**src/rtl/noc_credit_tx_if.sv**
```systemverilog
// noc_credit_tx_if
//   Bundles the upstream flit handshake, the NoC injection outputs and the
//   credit return path of the credit-based NoC transmitter.
//
//   Handshake: a flit moves from upstream into the block in any cycle where
//   in_valid and in_ready are both 1. The upstream side may raise in_valid
//   at any time and must hold in_data/in_dest/in_last stable until that
//   cycle. in_ready never depends on in_valid. send_out is a one-cycle
//   pulse per injected flit, with no back-pressure from the NoC; the router
//   returns buffer slots as one-cycle credit_in pulses.
//
//   Modports:
//     master : upstream/NoC environment (drives flits and credits)
//     slave  : the transmitter block
interface noc_credit_tx_if #(
  parameter int FLIT_WIDTH        = 256,
  parameter int DEST_WIDTH        = 4,
  parameter int FLIT_BUFFER_DEPTH = 2,
  localparam int CW               = $clog2(FLIT_BUFFER_DEPTH + 1)
);
  logic                  in_valid;
  logic                  in_ready;
  logic [FLIT_WIDTH-1:0] in_data;
  logic [DEST_WIDTH-1:0] in_dest;
  logic                  in_last;
  logic [FLIT_WIDTH-1:0] data_out;
  logic [DEST_WIDTH-1:0] dest_out;
  logic                  is_tail_out;
  logic                  send_out;
  logic                  credit_in;
  logic [CW-1:0]         credit_count;
  logic                  credit_err;

  modport master (
    output in_valid, in_data, in_dest, in_last, credit_in,
    input  in_ready, data_out, dest_out, is_tail_out, send_out,
           credit_count, credit_err
  );

  modport slave (
    input  in_valid, in_data, in_dest, in_last, credit_in,
    output in_ready, data_out, dest_out, is_tail_out, send_out,
           credit_count, credit_err
  );
endinterface

```
**src/rtl/noc_credit_tx.sv**
```systemverilog
// noc_credit_tx
//   Credit-based flit transmitter into a NoC injection port. Holds one
//   credit per free slot of the downstream router input buffer, accepts an
//   upstream flit only while a credit is held, and registers the flit onto
//   the injection port with one cycle of latency. A two-state packet FSM
//   makes the head flit's destination apply to the whole packet.
//
//   Ports:
//     clk           : single clock, rising edge
//     rst_n         : synchronous active-low reset
//     bus           : noc_credit_tx_if.slave (flit handshake, NoC outputs,
//                     credit return, credit count, sticky credit error)
//     pkt_state_dbg : packet FSM state (0 = IDLE, 1 = IN_PKT)
module noc_credit_tx #(
  parameter int FLIT_WIDTH        = 256,
  parameter int DEST_WIDTH        = 4,
  parameter int FLIT_BUFFER_DEPTH = 2,
  localparam int CW               = $clog2(FLIT_BUFFER_DEPTH + 1)
) (
  input  logic              clk,
  input  logic              rst_n,
  noc_credit_tx_if.slave    bus,
  output logic              pkt_state_dbg
);

  typedef enum logic {
    IDLE   = 1'b0,
    IN_PKT = 1'b1
  } pkt_state_e;

  localparam logic [CW-1:0] DEPTH_C = CW'(FLIT_BUFFER_DEPTH);

  pkt_state_e            state;
  logic [CW-1:0]         credit_q;
  logic [DEST_WIDTH-1:0] pkt_dest_q;
  logic [FLIT_WIDTH-1:0] data_q;
  logic [DEST_WIDTH-1:0] dest_q;
  logic                  tail_q;
  logic                  send_q;
  logic                  err_q;
  logic                  accept;

  // Ready comes only from the registered credit count (plus reset), so a
  // returned credit is visible one cycle after its pulse and there is no
  // path from credit_in or in_valid.
  assign bus.in_ready = rst_n & (credit_q != '0);
  assign accept       = bus.in_valid & bus.in_ready;

  assign bus.data_out     = data_q;
  assign bus.dest_out     = dest_q;
  assign bus.is_tail_out  = tail_q;
  assign bus.send_out     = send_q;
  assign bus.credit_count = credit_q;
  assign bus.credit_err   = err_q;
  assign pkt_state_dbg    = (state == IN_PKT);

  always_ff @(posedge clk) begin
    if (!rst_n) begin
      state      <= IDLE;
      credit_q   <= DEPTH_C;
      pkt_dest_q <= '0;
      data_q     <= '0;
      dest_q     <= '0;
      tail_q     <= 1'b0;
      send_q     <= 1'b0;
      err_q      <= 1'b0;
    end else begin
      send_q <= accept;

      if (accept) begin
        data_q <= bus.in_data;
        tail_q <= bus.in_last;
        // Head flit sets the packet destination; later flits reuse it.
        if (state == IDLE) begin
          dest_q     <= bus.in_dest;
          pkt_dest_q <= bus.in_dest;
        end else begin
          dest_q <= pkt_dest_q;
        end
        state <= bus.in_last ? IDLE : IN_PKT;
      end

      // Accept is impossible at zero credits, so the decrement cannot wrap.
      // A surplus credit with no simultaneous accept is a protocol error.
      unique case ({accept, bus.credit_in})
        2'b10: credit_q <= credit_q - 1'b1;
        2'b01: begin
          if (credit_q == DEPTH_C) err_q <= 1'b1;
          else                     credit_q <= credit_q + 1'b1;
        end
        default: ;
      endcase
    end
  end

endmodule

```
**src/flat_wrapper.sv**
```systemverilog
// flat-port wrapper written by rule: the top's interface ports become plain ports
module noc_credit_tx_flat 
#(
  parameter int FLIT_WIDTH        = 256,
  parameter int DEST_WIDTH        = 4,
  parameter int FLIT_BUFFER_DEPTH = 2,
  localparam int CW               = $clog2(FLIT_BUFFER_DEPTH + 1)
)
  (clk, rst_n, pkt_state_dbg, bus_in_valid, bus_in_data, bus_in_dest, bus_in_last, bus_credit_in, bus_in_ready, bus_data_out, bus_dest_out, bus_is_tail_out, bus_send_out, bus_credit_count, bus_credit_err);
  noc_credit_tx_if #(.FLIT_WIDTH(FLIT_WIDTH), .DEST_WIDTH(DEST_WIDTH), .FLIT_BUFFER_DEPTH(FLIT_BUFFER_DEPTH)) bus_i ();
  input  logic clk;
  input  logic rst_n;
  output logic pkt_state_dbg;
  input wire logic [$bits(bus_i.in_valid)-1:0] bus_in_valid;
  input wire logic [$bits(bus_i.in_data)-1:0] bus_in_data;
  input wire logic [$bits(bus_i.in_dest)-1:0] bus_in_dest;
  input wire logic [$bits(bus_i.in_last)-1:0] bus_in_last;
  input wire logic [$bits(bus_i.credit_in)-1:0] bus_credit_in;
  output wire logic [$bits(bus_i.in_ready)-1:0] bus_in_ready;
  output wire logic [$bits(bus_i.data_out)-1:0] bus_data_out;
  output wire logic [$bits(bus_i.dest_out)-1:0] bus_dest_out;
  output wire logic [$bits(bus_i.is_tail_out)-1:0] bus_is_tail_out;
  output wire logic [$bits(bus_i.send_out)-1:0] bus_send_out;
  output wire logic [$bits(bus_i.credit_count)-1:0] bus_credit_count;
  output wire logic [$bits(bus_i.credit_err)-1:0] bus_credit_err;
  assign bus_i.in_valid = bus_in_valid;
  assign bus_i.in_data = bus_in_data;
  assign bus_i.in_dest = bus_in_dest;
  assign bus_i.in_last = bus_in_last;
  assign bus_i.credit_in = bus_credit_in;
  assign bus_in_ready = bus_i.in_ready;
  assign bus_data_out = bus_i.data_out;
  assign bus_dest_out = bus_i.dest_out;
  assign bus_is_tail_out = bus_i.is_tail_out;
  assign bus_send_out = bus_i.send_out;
  assign bus_credit_count = bus_i.credit_count;
  assign bus_credit_err = bus_i.credit_err;
  noc_credit_tx #(.FLIT_WIDTH(FLIT_WIDTH), .DEST_WIDTH(DEST_WIDTH), .FLIT_BUFFER_DEPTH(FLIT_BUFFER_DEPTH)) u_core (.clk(clk), .rst_n(rst_n), .bus(bus_i), .pkt_state_dbg(pkt_state_dbg));
endmodule
```
**config.mk**
```make
export PLATFORM = sky130hd
export DESIGN_NAME = noc_credit_tx_flat
export DESIGN_NICKNAME = d
export VERILOG_FILES = /design/src/rtl/noc_credit_tx_if.sv /design/src/rtl/noc_credit_tx.sv /design/src/flat_wrapper.sv
export SDC_FILE = /design/constraint.sdc
export NUM_CORES = 1
export LEC_CHECK = 0
export CAP_MARGIN = 20
export CORE_AREA = 10 10 198 200
export CTS_CLUSTER_SIZE = 14
export DETAILED_ROUTE_END_ITERATION = 7
export DIE_AREA = 0 0 208 210
export GPL_TIMING_DRIVEN = 0
export MAX_ROUTING_LAYER = met4
export PLACE_DENSITY = 0.62
export SETUP_SLACK_MARGIN = 0.05
export SYNTH_ARGS = -nofsm -noshare
export SYNTH_HDL_FRONTEND = slang
export SYNTH_SLANG_ARGS = --single-unit
export TNS_END_PERCENT = 1
```
**constraint.sdc**
```tcl
create_clock -name clk -period 2.66 [get_ports clk]
set_clock_uncertainty 0.1 [all_clocks]
set_input_delay 0.798 -clock clk [delete_from_list [all_inputs] [get_ports clk]]
set_output_delay 0.798 -clock clk [all_outputs]
set_load 0.02 [all_outputs]
```
==> metrics, run 1 <==
pin count of the biggest net entering global routing 25; syn avg cell area 8.04 µm²; post-place instance area 15100 µm²; critical path buffer and inverter count 1; CTS tree done; gr usage total 0.182; clock tree root buffer cell clkbuf_16; Worst Path Arrival 1.65 ns; cell area after synthesis 9250 µm²; hold wc startpoint u_core.bus.data_out[234]$_SDFFE_PN0P_; Startpoint Class flip-flop; DRC viols 0; Pleak 0.00718 µW; Post-Synthesis Net Count 1415; register share of total power 0.411; Worst-path clk slew 0.06 ns; synth top area cells dfxtp_1 58%, nand2_1 21%, nand3_1 14%; Power Dens Cells 686 nW/µm²; TritonCTS Sinks 266; die span in x 208 µm; RSZ-0062 raised after global routing true; Net Sw Power 3050 µW; Slowest cell on crit path clkdlybuf4s50_1; status finished, final reports clean; First-pass DRT Iterations 5; Layout Cells excl Fill 2195; Final Setup Violations 0; first-pass GRT wire length 60900 µm; pre-CTS WS -0.686 ns; I/O pin count 532; Fin. Hold Viols 0; postcts setup bufs 0; Slew Viols, Final 0; kind of critical path flip-flop to output pin; critical path endpoint category output pin; Top FF cell, synth dfxtp_1; Longest Clk Path Bufs 3; Mapped Cells 1150; H-tree levels 1; area share of the largest cell type after synthesis 0.576; Max-cap violations 0; maximum vdd drop 0.000535 V; Area growth syn-to-layout 74.5%; initial antenna violation count 2; Final Critical Period 2.54 ns; Worst Path Max Fanout 8; Final WS setup 0.115 ns; Die H 210 µm; clock share of power 0.378; placed cell count 2141; Power Internal 8020 µW; Routed WL 41200 µm; Seq/Total Area, Yosys 0.576; FP Rows 69; Fmax 393 MHz; synthesized flop and latch total 266; hold_ws 0.351 ns; core area 35200 µm²; nets@finish 1975; Critical R2R Launch u_core.bus.credit_count[1]$_SDFFE_PN1P_; IO buf count 530; Initial Utilization 0.263; path type of the worst min-delay path flip-flop to flip-flop; hold buffers post-CTS 0; GRT Residual Overflow 0; post-detailed-route wirelength per cell 18.8 µm; Post-synth EDFFs 0; TritonCTS Buffers 30; Synth cell types 23; Final Power 11100 µW; post-route ant nets 0; fraction of layout cells with a size suffix above 1 0.0658; Async S/R FF share, synth 0; DR vias/cell 4.41; Synth Warn # 0; via count 9679; post-DP HPWL 32800 µm; Die Area 43700 µm²; Top delay family on crit path buffers and inverters; Sw Share 0.276; Worst Tran Pin Value 0.709 ns; largest area contributor in the netlist dfxtp_1; design area 16100 µm²; number of global-route vias before repair 9931; Combinational Power Share 0.212; Starting DRT DRC Count 341; slowest cell delay on critical path 0.66 ns; fin crit share 0.957; critical path required time 1.76 ns; worst relative slew slack 0.528; RePlAce Congestion 0.823; Worst setup startpoint u_core.bus.credit_count[0]$_SDFFE_PN0P_; clk_lat worst skew 0.56 ns; critical path, cell by cell clkdlybuf4s50_1
==> per-stage QoR <==
stage | setup TNS (ns) | util
final | 0 | 0.458
after detailed placement | -0.686 | 0.430
after floorplan | 0 | -
after CTS | 0 | 0.458
after global routing | 0 | 0.458
after global placement | -0.719 | 0.430
==> flip-flops by register name (all words and copies together), names as in the netlist <==
signal	cells
u_core.bus.credit_count	2
u_core.bus.credit_err	1
u_core.bus.data_out	256
u_core.bus.is_tail_out	1
u_core.bus.send_out	1
u_core.pkt_dest_q	4
u_core.pkt_state_dbg	1
==> cells in the mapped netlist (3+ instances only) <==
cell        n
a31o_2      4
buf_2      19
buf_4      35
buf_6       3
clkbuf_1   26
dfxtp_1   266
nand2_1   515
nand3_1   256
nor3b_1     4
o21ai_0     3
==> layout by cell type, fill, tap and decap left out <==
cell type,Yosys,routed
buf_4,35,35
clkbuf_1,26,32
buf_1,2,2
o211a_1,1,1
buf_6,3,4
nor3b_1,4,4
o21ai_0,3,3
and3b_1,1,1
mux2i_1,1,1
nand2_1,515,515
diode_2,0,2
bufinv_16,0,2
dlymetal6s2s_1,0,1
o21a_1,2,2
nand3_1,256,256
nand2b_1,2,2
clkinvlp_4,0,2
dfxtp_2,0,2
clkdlybuf4s50_1,0,528
o211ai_2,1,1
dfxtp_1,266,264
dlygate4sd2_1,0,1
inv_6,0,1
a21oi_1,2,2
nor2b_1,2,2
buf_2,19,17
clkinv_2,0,4
clkbuf_8,0,7
inv_4,1,1
mux2_2,1,1
clkbuf_4,2,2
a21boi_0,1,1
a31o_2,4,4
clkbuf_16,0,31
==> logic make-up (layout without fill, tap and decap cells) <==
family,count (synthesis),in the layout,synth area share
muxes,2,2,0.00230
buffers and inverters,88,670,0.0560
other,0,2,0
and+or+nand+nor,780,780,0.354
DFF,266,266,0.576
AOI/OAI and AO/OA,14,14,0.0114
==> area by class of cell <==
cell class | instances | area [µm²]
antenna | 2 | 5.00
buffer | 85 | 509
clock buffer | 45 | 898
clock inverter | 9 | 104
fill | 3492 | 19100
inverter | 1 | 6.26
multi-input combinational | 796 | 3400
sequential | 266 | 5330
tap | 461 | 577
timing repair buffer | 530 | 5310
==> layer usage <==
metal | vias up | part of all wire | routed length, µm | global-route usage
met5 | - | 0 | 0 | -
met4 | 0 | 0.018 | 738 | 0.0382
met3 | 45 | 0.12 | 4760 | 0.0893
met2 | 395 | 0.48 | 19900 | 0.307
met1 | 4419 | 0.38 | 15800 | 0.189
li1 | 4820 | - | - | -
==> final timing paths <==
path                                           end  cells after the start  slack [ns]
max                            bus_credit_count[0]                      1        0.12
min          u_core.bus.data_out[234]$_SDFFE_PN0P_                      2        0.35
max reg2reg  u_core.bus.data_out[115]$_SDFFE_PN0P_                      7        1.08
min reg2reg  u_core.bus.data_out[234]$_SDFFE_PN0P_                      2        0.35
==> power groups by stage <==
stage	clock network [µW]	logic [µW]	registers, µW
final	4180	2340	4550
after CTS	4300	2380	4550
after global placement	0	2360	4610
after floorplan	0	539	5050
after global routing	4440	2510	4580
after detailed placement	0	2370	4630
==> what timing repair did <==
item | 4_1_cts | 5_1_grt
setup endpoints to repair | 4 | 2
resized for setup | 5 | 1
endpoints found under the hold margin | 0 | 0
Note: power is estimated with default switching activity, not from simulation.
==> run 2, diff against run 1 <==
--- a/config.mk
+++ b/config.mk
@@ -6,13 +6,13 @@
 export NUM_CORES = 1
 export LEC_CHECK = 0
 export CAP_MARGIN = 20
-export CORE_AREA = 10 10 198 200
+export CORE_AREA = 2 2 207 209
 export CTS_CLUSTER_SIZE = 14
 export DETAILED_ROUTE_END_ITERATION = 7
-export DIE_AREA = 0 0 208 210
+export DIE_AREA = 0 0 209 211
 export GPL_TIMING_DRIVEN = 0
 export MAX_ROUTING_LAYER = met4
-export PLACE_DENSITY = 0.62
+export PLACE_DENSITY = 0.54
 export SETUP_SLACK_MARGIN = 0.05
 export SYNTH_ARGS = -nofsm -noshare
 export SYNTH_HDL_FRONTEND = slang
==> metrics, run 2 (synthesized netlist as in run 1, its figures left out) <==
Longest Clk Path Bufs 3 (unchanged); nets@finish 1977 (was 1975); First-pass DRT Iterations 4 (was 5); Area growth syn-to-layout 75.6% (was 74.5%); Startpoint Class input pin (was flip-flop); Worst Path Max Fanout 15 (was 8); initial antenna violation count 0 (was 2); die span in x 209 µm (was 208 µm); R2R Path End u_core.bus.data_out[118]$_SDFFE_PN0P_ (was u_core.bus.data_out[115]$_SDFFE_PN0P_); r2r setup slk 0.84 ns (was 1.08 ns); status finished, final reports clean (unchanged); Pleak 0.00718 µW (about the same); Worst Tran Pin Value 0.889 ns (was 0.709 ns); critical path required time 1.76 ns (about the same); Layout Cells excl Fill 2274 (was 2195); gr usage total 0.170 (was 0.182); postcts setup bufs 0 (unchanged); critical path, cell by cell buf_4 > buf_4 > o21a_1 > clkdlybuf4s15_1 (was clkdlybuf4s50_1); hold wc startpoint u_core.bus.data_out[89]$_SDFFE_PN0P_ (was u_core.bus.data_out[234]$_SDFFE_PN0P_); number of flip-flops in the largest register 256 (unchanged); leading cell type in the layout, fill and taps excluded clkdlybuf4s50_1 (unchanged); Routed WL 38000 µm (was 41200 µm); hold depth 2 (unchanged); Initial Utilization 0.221 (was 0.263); GRT Residual Overflow 0 (unchanged); Critical R2R Launch u_core.bus.credit_count[0]$_SDFFE_PN0P_ (was u_core.bus.credit_count[1]$_SDFFE_PN1P_); R2R cell count 7 (unchanged); fraction of layout cells with a size suffix above 1 0.0657 (was 0.0658); placed cell count 2219 (was 2141); IO buf count 530 (unchanged); diodes inserted 0 (was 2); most frequent cells in the layout 527 x clkdlybuf4s50_1, 515 x nand2_1, 265 x dfxtp_1 (was 528 x clkdlybuf4s50_1, 515 x nand2_1, 264 x dfxtp_1); FP Rows 75 (was 69); first-pass GRT wire length 56400 µm (was 60900 µm); Die Area 44100 µm² (was 43700 µm²); Power Dens Cells 682 nW/µm² (was 686 nW/µm²); Fin. Hold Viols 0 (unchanged); hold_ws 0.351 ns (about the same); pin count of the biggest net entering global routing 16 (was 25); core area 41800 µm² (was 35200 µm²); TritonCTS Sinks 266 (unchanged); Top delay family on crit path buffers and inverters (unchanged); post-route ant nets 0 (unchanged); maximum vdd drop 0.000568 V (was 0.000535 V); critical path endpoint category output pin (unchanged); clk_lat worst skew 0.56 ns (about the same); DR vias/cell 4.23 (was 4.41); DRC viols 0 (unchanged); H-tree levels 1 (unchanged); setup TNS 0 ns (unchanged); Worst-path clk slew 0.06 ns (about the same); Die H 211 µm (was 210 µm); Worst Path Arrival 1.64 ns (was 1.65 ns); post-DP HPWL 29300 µm (was 32800 µm); kind of critical path input pin to output pin (was flip-flop to output pin); worst relative slew slack 0.407 (was 0.528); post-detailed-route wirelength per cell 16.7 µm (was 18.8 µm); via count 9625 (was 9679); hold buffers post-CTS 0 (unchanged); Final Setup Violations 0 (unchanged); Core Util, Final 0.389 (was 0.458); Final WS setup 0.122 ns (was 0.115 ns); Slowest cell on crit path clkdlybuf4s15_1 (was clkdlybuf4s50_1); RSZ-0062 raised after global routing false (was true); RePlAce Congestion 0.802 (was 0.823); CTS tree done (unchanged); Slew Viols, Final 0 (unchanged); I/O pin count 532 (unchanged); Final Critical Period 2.54 ns (about the same); Hold Path Sink u_core.bus.data_out[89]$_SDFFE_PN0P_ (was u_core.bus.data_out[234]$_SDFFE_PN0P_); Fmax 394 MHz (was 393 MHz); slowest cell delay on critical path 0.29 ns (was 0.66 ns); most used cell, CP buf_4; pre-CTS WS -0.679 ns (was -0.686 ns); critical path buffer and inverter count 3 (was 1); path type of the worst min-delay path flip-flop to flip-flop (unchanged); clock tree root buffer cell clkbuf_16 (unchanged); Filler Cells Inserted 4296 (was 3492); number of global-route vias before repair 9743 (was 9931); Starting DRT DRC Count 413 (was 341); Max-cap violations 0 (unchanged); fin crit share 0.954 (was 0.957); TritonCTS Buffers 31 (was 30)
==> run 2: final cells by class <==
cell class | instances | area [µm²] | area share
Tap cell | 539 | 674 | 0.0415
Clock buffer | 50 | 947 | 0.0583
Clock inverter | 6 | 63.8 | 0.00393
Multi-Input combinational cell | 796 | 3400 | 0.210
Timing Repair Buffer | 530 | 5300 | 0.327
Sequential cell | 266 | 5330 | 0.328
Buffer | 86 | 513 | 0.0316
Inverter | 1 | 6.26 | 0.000385
==> run 2: worst register-to-register path, cell delays in order, from the launching register on <==
cell	delay, ns
dfxtp_1	0.49
o211ai_2	0.11
buf_6	0.17
inv_4	0.14
buf_6	0.19
buf_2	0.39
nand2_1	0.12
nand2_1	0.06
==> run 2: per-layer routing <==
layer | GRT usage | vias to the layer above | wire [µm]
met3 | 0.0639 | 44 | 3730
met5 | - | - | 0
met2 | 0.294 | 399 | 18400
met4 | 0.0367 | 0 | 748
met1 | 0.185 | 4362 | 15100
li1 | - | 4820 | -
==> run 2: stage by stage <==
| step | cell area [µm²] | power, µW |
|---|---|---|
| 2_1_floorplan | 9250 | 5590 |
| 3_3_place_gp | 15200 | 6960 |
| 3_5_place_dp | 15200 | 6970 |
| 4_1_cts | 16200 | 11300 |
| 5_1_grt | 16200 | 11600 |
| 6_report | 16200 | 11100 |
==> run 2: repair_timing <==
action	4_1_cts	5_1_grt
endpoints found under the setup margin	4	1
hold endpoints to repair	0	0
pin swaps	0	0
resized for setup	6	1
==> run 2: power breakdown <==
part           internal, µW  total (µW)  switching [µW]
Clock                  2510        4210            1690
Sequential             4350        4550             196
Combinational          1150        2320            1170
Total                  8010       11100            3060
==> run 2: how the worst max path moves through the flow <==
| stage | startpoint | end | slack (ns) | cells after the start |
|---|---|---|---|---|
| 6_report | rst_n | bus_in_ready | 0.12 | 4 |
| 3_3_place_gp | rst_n | bus_in_ready | -0.66 | 5 |
| 3_5_place_dp | rst_n | bus_in_ready | -0.68 | 5 |
| 4_1_cts | rst_n | bus_in_ready | 0.07 | 4 |
| 2_1_floorplan | rst_n | bus_in_ready | 0.13 | 4 |
| 5_1_grt | u_core.bus.data_out[236]$_SDFFE_PN0P_ | bus_data_out[236] | 0.07 | 1 |
==> run 3, diff against run 2 <==
--- a/config.mk
+++ b/config.mk
@@ -6,13 +6,13 @@
 export NUM_CORES = 1
 export LEC_CHECK = 0
 export CAP_MARGIN = 20
-export CORE_AREA = 2 2 207 209
+export CORE_AREA = 8 8 201 203
 export CTS_CLUSTER_SIZE = 14
 export DETAILED_ROUTE_END_ITERATION = 7
 export DIE_AREA = 0 0 209 211
 export GPL_TIMING_DRIVEN = 0
 export MAX_ROUTING_LAYER = met4
-export PLACE_DENSITY = 0.54
+export PLACE_DENSITY = 0.6
 export SETUP_SLACK_MARGIN = 0.05
 export SYNTH_ARGS = -nofsm -noshare
 export SYNTH_HDL_FRONTEND = slang
==> metrics, run 3 (synthesized netlist as in run 1, its figures left out) <==
status finished, final reports clean (unchanged); Initial Utilization 0.249 (was 0.221); Starting DRT DRC Count 489 (was 413); Power Dens Cells 690 nW/µm² (was 682 nW/µm²); maximum vdd drop 0.000445 V (was 0.000568 V); Longest Clk Path Bufs 3 (unchanged); path type of the worst min-delay path flip-flop to flip-flop (unchanged); core area 37100 µm² (was 41800 µm²); IO buf count 530 (unchanged); clock tree root buffer cell clkbuf_16 (unchanged); kind of critical path flip-flop to output pin (was input pin to output pin); leading cell type in the layout, fill and taps excluded clkdlybuf4s50_1 (unchanged); Pleak 0.00719 µW (was 0.00718 µW); TritonCTS Buffers 31 (unchanged); Worst-path clk slew 0.06 ns (about the same); gr usage total 0.175 (was 0.170); Filler Cells Inserted 3652 (was 4296); Final Setup Violations 0 (unchanged); initial antenna violation count 0 (unchanged); hold_ws 0.350 ns (was 0.351 ns); Worst Path Arrival 1.62 ns (was 1.64 ns); first-pass GRT wire length 59000 µm (was 56400 µm); TritonCTS Sinks 266 (unchanged); die span in x 209 µm (unchanged); critical path required time 1.76 ns (about the same); worst relative slew slack 0.427 (was 0.407); Max-cap violations 0 (unchanged); fraction of layout cells with a size suffix above 1 0.0680 (was 0.0657); Routed WL 40000 µm (was 38000 µm); clk_lat worst skew 0.56 ns (about the same); Final Critical Period 2.52 ns (was 2.54 ns); fin crit share 0.946 (was 0.954); I/O pin count 532 (unchanged); Fin. Hold Viols 0 (unchanged); Die Area 44100 µm² (unchanged); via count 9666 (was 9625); Worst path depth 1 (was 4); critical path endpoint category output pin (unchanged); post-DP HPWL 31400 µm (was 29300 µm); hold depth 2 (unchanged); critical path buffer and inverter count 1 (was 3); Worst Tran Pin Value 0.860 ns (was 0.889 ns); most frequent cells in the layout 526 x clkdlybuf4s50_1, 515 x nand2_1, 266 x dfxtp_1 (was 527 x clkdlybuf4s50_1, 515 x nand2_1, 265 x dfxtp_1); Fmax 397 MHz (was 394 MHz); FP Rows 71 (was 75); pin count of the biggest net entering global routing 16 (unchanged); post-route ant nets 0 (unchanged); CTS tree done (unchanged); hold buffers post-CTS 0 (unchanged); DRC viols 0 (unchanged); GRT Residual Overflow 0 (unchanged); RSZ-0062 raised after global routing false (unchanged); RePlAce Congestion 0.831 (was 0.802); First-pass DRT Iterations 5 (was 4); nets@finish 1977 (unchanged); R2R cell count 7 (unchanged); slowest cell delay on critical path 0.71 ns (was 0.29 ns); critical path, cell by cell clkdlybuf4s50_1 (was buf_4 > buf_4 > o21a_1 > clkdlybuf4s15_1); Top delay family on crit path buffers and inverters (unchanged); Slew Viols, Final 0 (unchanged); Area growth syn-to-layout 74.8% (was 75.6%); post-detailed-route wirelength per cell 18.1 µm (was 16.7 µm); pre-CTS WS -0.697 ns (was -0.679 ns); DR vias/cell 4.37 (was 4.23); Slowest cell on crit path clkdlybuf4s50_1 (was clkdlybuf4s15_1); Die H 211 µm (unchanged); postcts setup bufs 0 (unchanged); Worst Path Max Fanout 2 (was 15); number of flip-flops in the largest register 256 (unchanged); H-tree levels 1 (unchanged); Startpoint Class flip-flop (was input pin); Final WS setup 0.143 ns (was 0.122 ns); diodes inserted 0 (unchanged); number of global-route vias before repair 9812 (was 9743)
==> run 3: cell count changes in the layout (fill, tap and decap cells not counted), moves of 2 or more <==
cell,before,now
clkinv_2,3,10
clkbuf_8,10,5
clkbuf_1,34,31
bufinv_16,1,3
==> run 3: through the flow <==
stage | area, µm² | std cells | util | TNS (ns) | total power, µW
floorplan | 9250 | 1150 | - | 0 | 5590
global placement | 15100 | 2154 | 0.408 | -1.84 | 6970
detailed placement | 15100 | 2154 | 0.408 | -1.35 | 6980
CTS | 16200 | 2210 | 0.435 | 0 | 11300
global route | 16200 | 2210 | 0.435 | 0 | 11600
finish | 16200 | 2210 | 0.435 | 0 | 11100
==> run 3: metal layers <==
metal | GRT usage | part of all wire | vias up
met5 | - | 0 | -
met2 | 0.297 | 0.48 | 402
li1 | - | - | 4824
met4 | 0.0493 | 0.023 | 0
met1 | 0.184 | 0.39 | 4384
met3 | 0.0764 | 0.11 | 56
==> run 3: path summary, 6_finish.rpt <==
check                                               start                               endpoint  slack (ns)
setup reg to reg  u_core.bus.credit_count[1]$_SDFFE_PN1P_  u_core.bus.data_out[122]$_SDFFE_PN0P_        0.93
hold / removal      u_core.bus.data_out[217]$_SDFFE_PN0P_  u_core.bus.data_out[217]$_SDFFE_PN0P_        0.35
hold reg to reg     u_core.bus.data_out[217]$_SDFFE_PN0P_  u_core.bus.data_out[217]$_SDFFE_PN0P_        0.35
setup / recovery    u_core.bus.data_out[117]$_SDFFE_PN0P_                      bus_data_out[117]        0.14
==> run 3: timing repair <==
| action | 4_1_cts | 5_1_grt |
|---|---|---|
| pin swaps | 0 | 0 |
| resized for setup | 6 | 2 |
| endpoints found under the setup margin | 4 | 1 |
==> run 3: cell type report <==
| class | count | area [µm²] | area share |
|---|---|---|---|
| Sequential cell | 266 | 5330 | 0.329 |
| Timing Repair Buffer | 530 | 5300 | 0.328 |
| Clock buffer | 42 | 867 | 0.0537 |
| Multi-Input combinational cell | 796 | 3400 | 0.211 |
| Tap cell | 474 | 593 | 0.0367 |
| Buffer | 86 | 513 | 0.0317 |
| Inverter | 1 | 6.26 | 0.000387 |
| Clock inverter | 15 | 156 | 0.00968 |
==> run 3: power by group <==
part | internal [µW] | switching (µW) | total, µW | leakage [µW]
combinational | 1150 | 1180 | 2330 | 0.00449
clock | 2560 | 1710 | 4270 | 0.000511
sequential | 4350 | 197 | 4550 | 0.00219
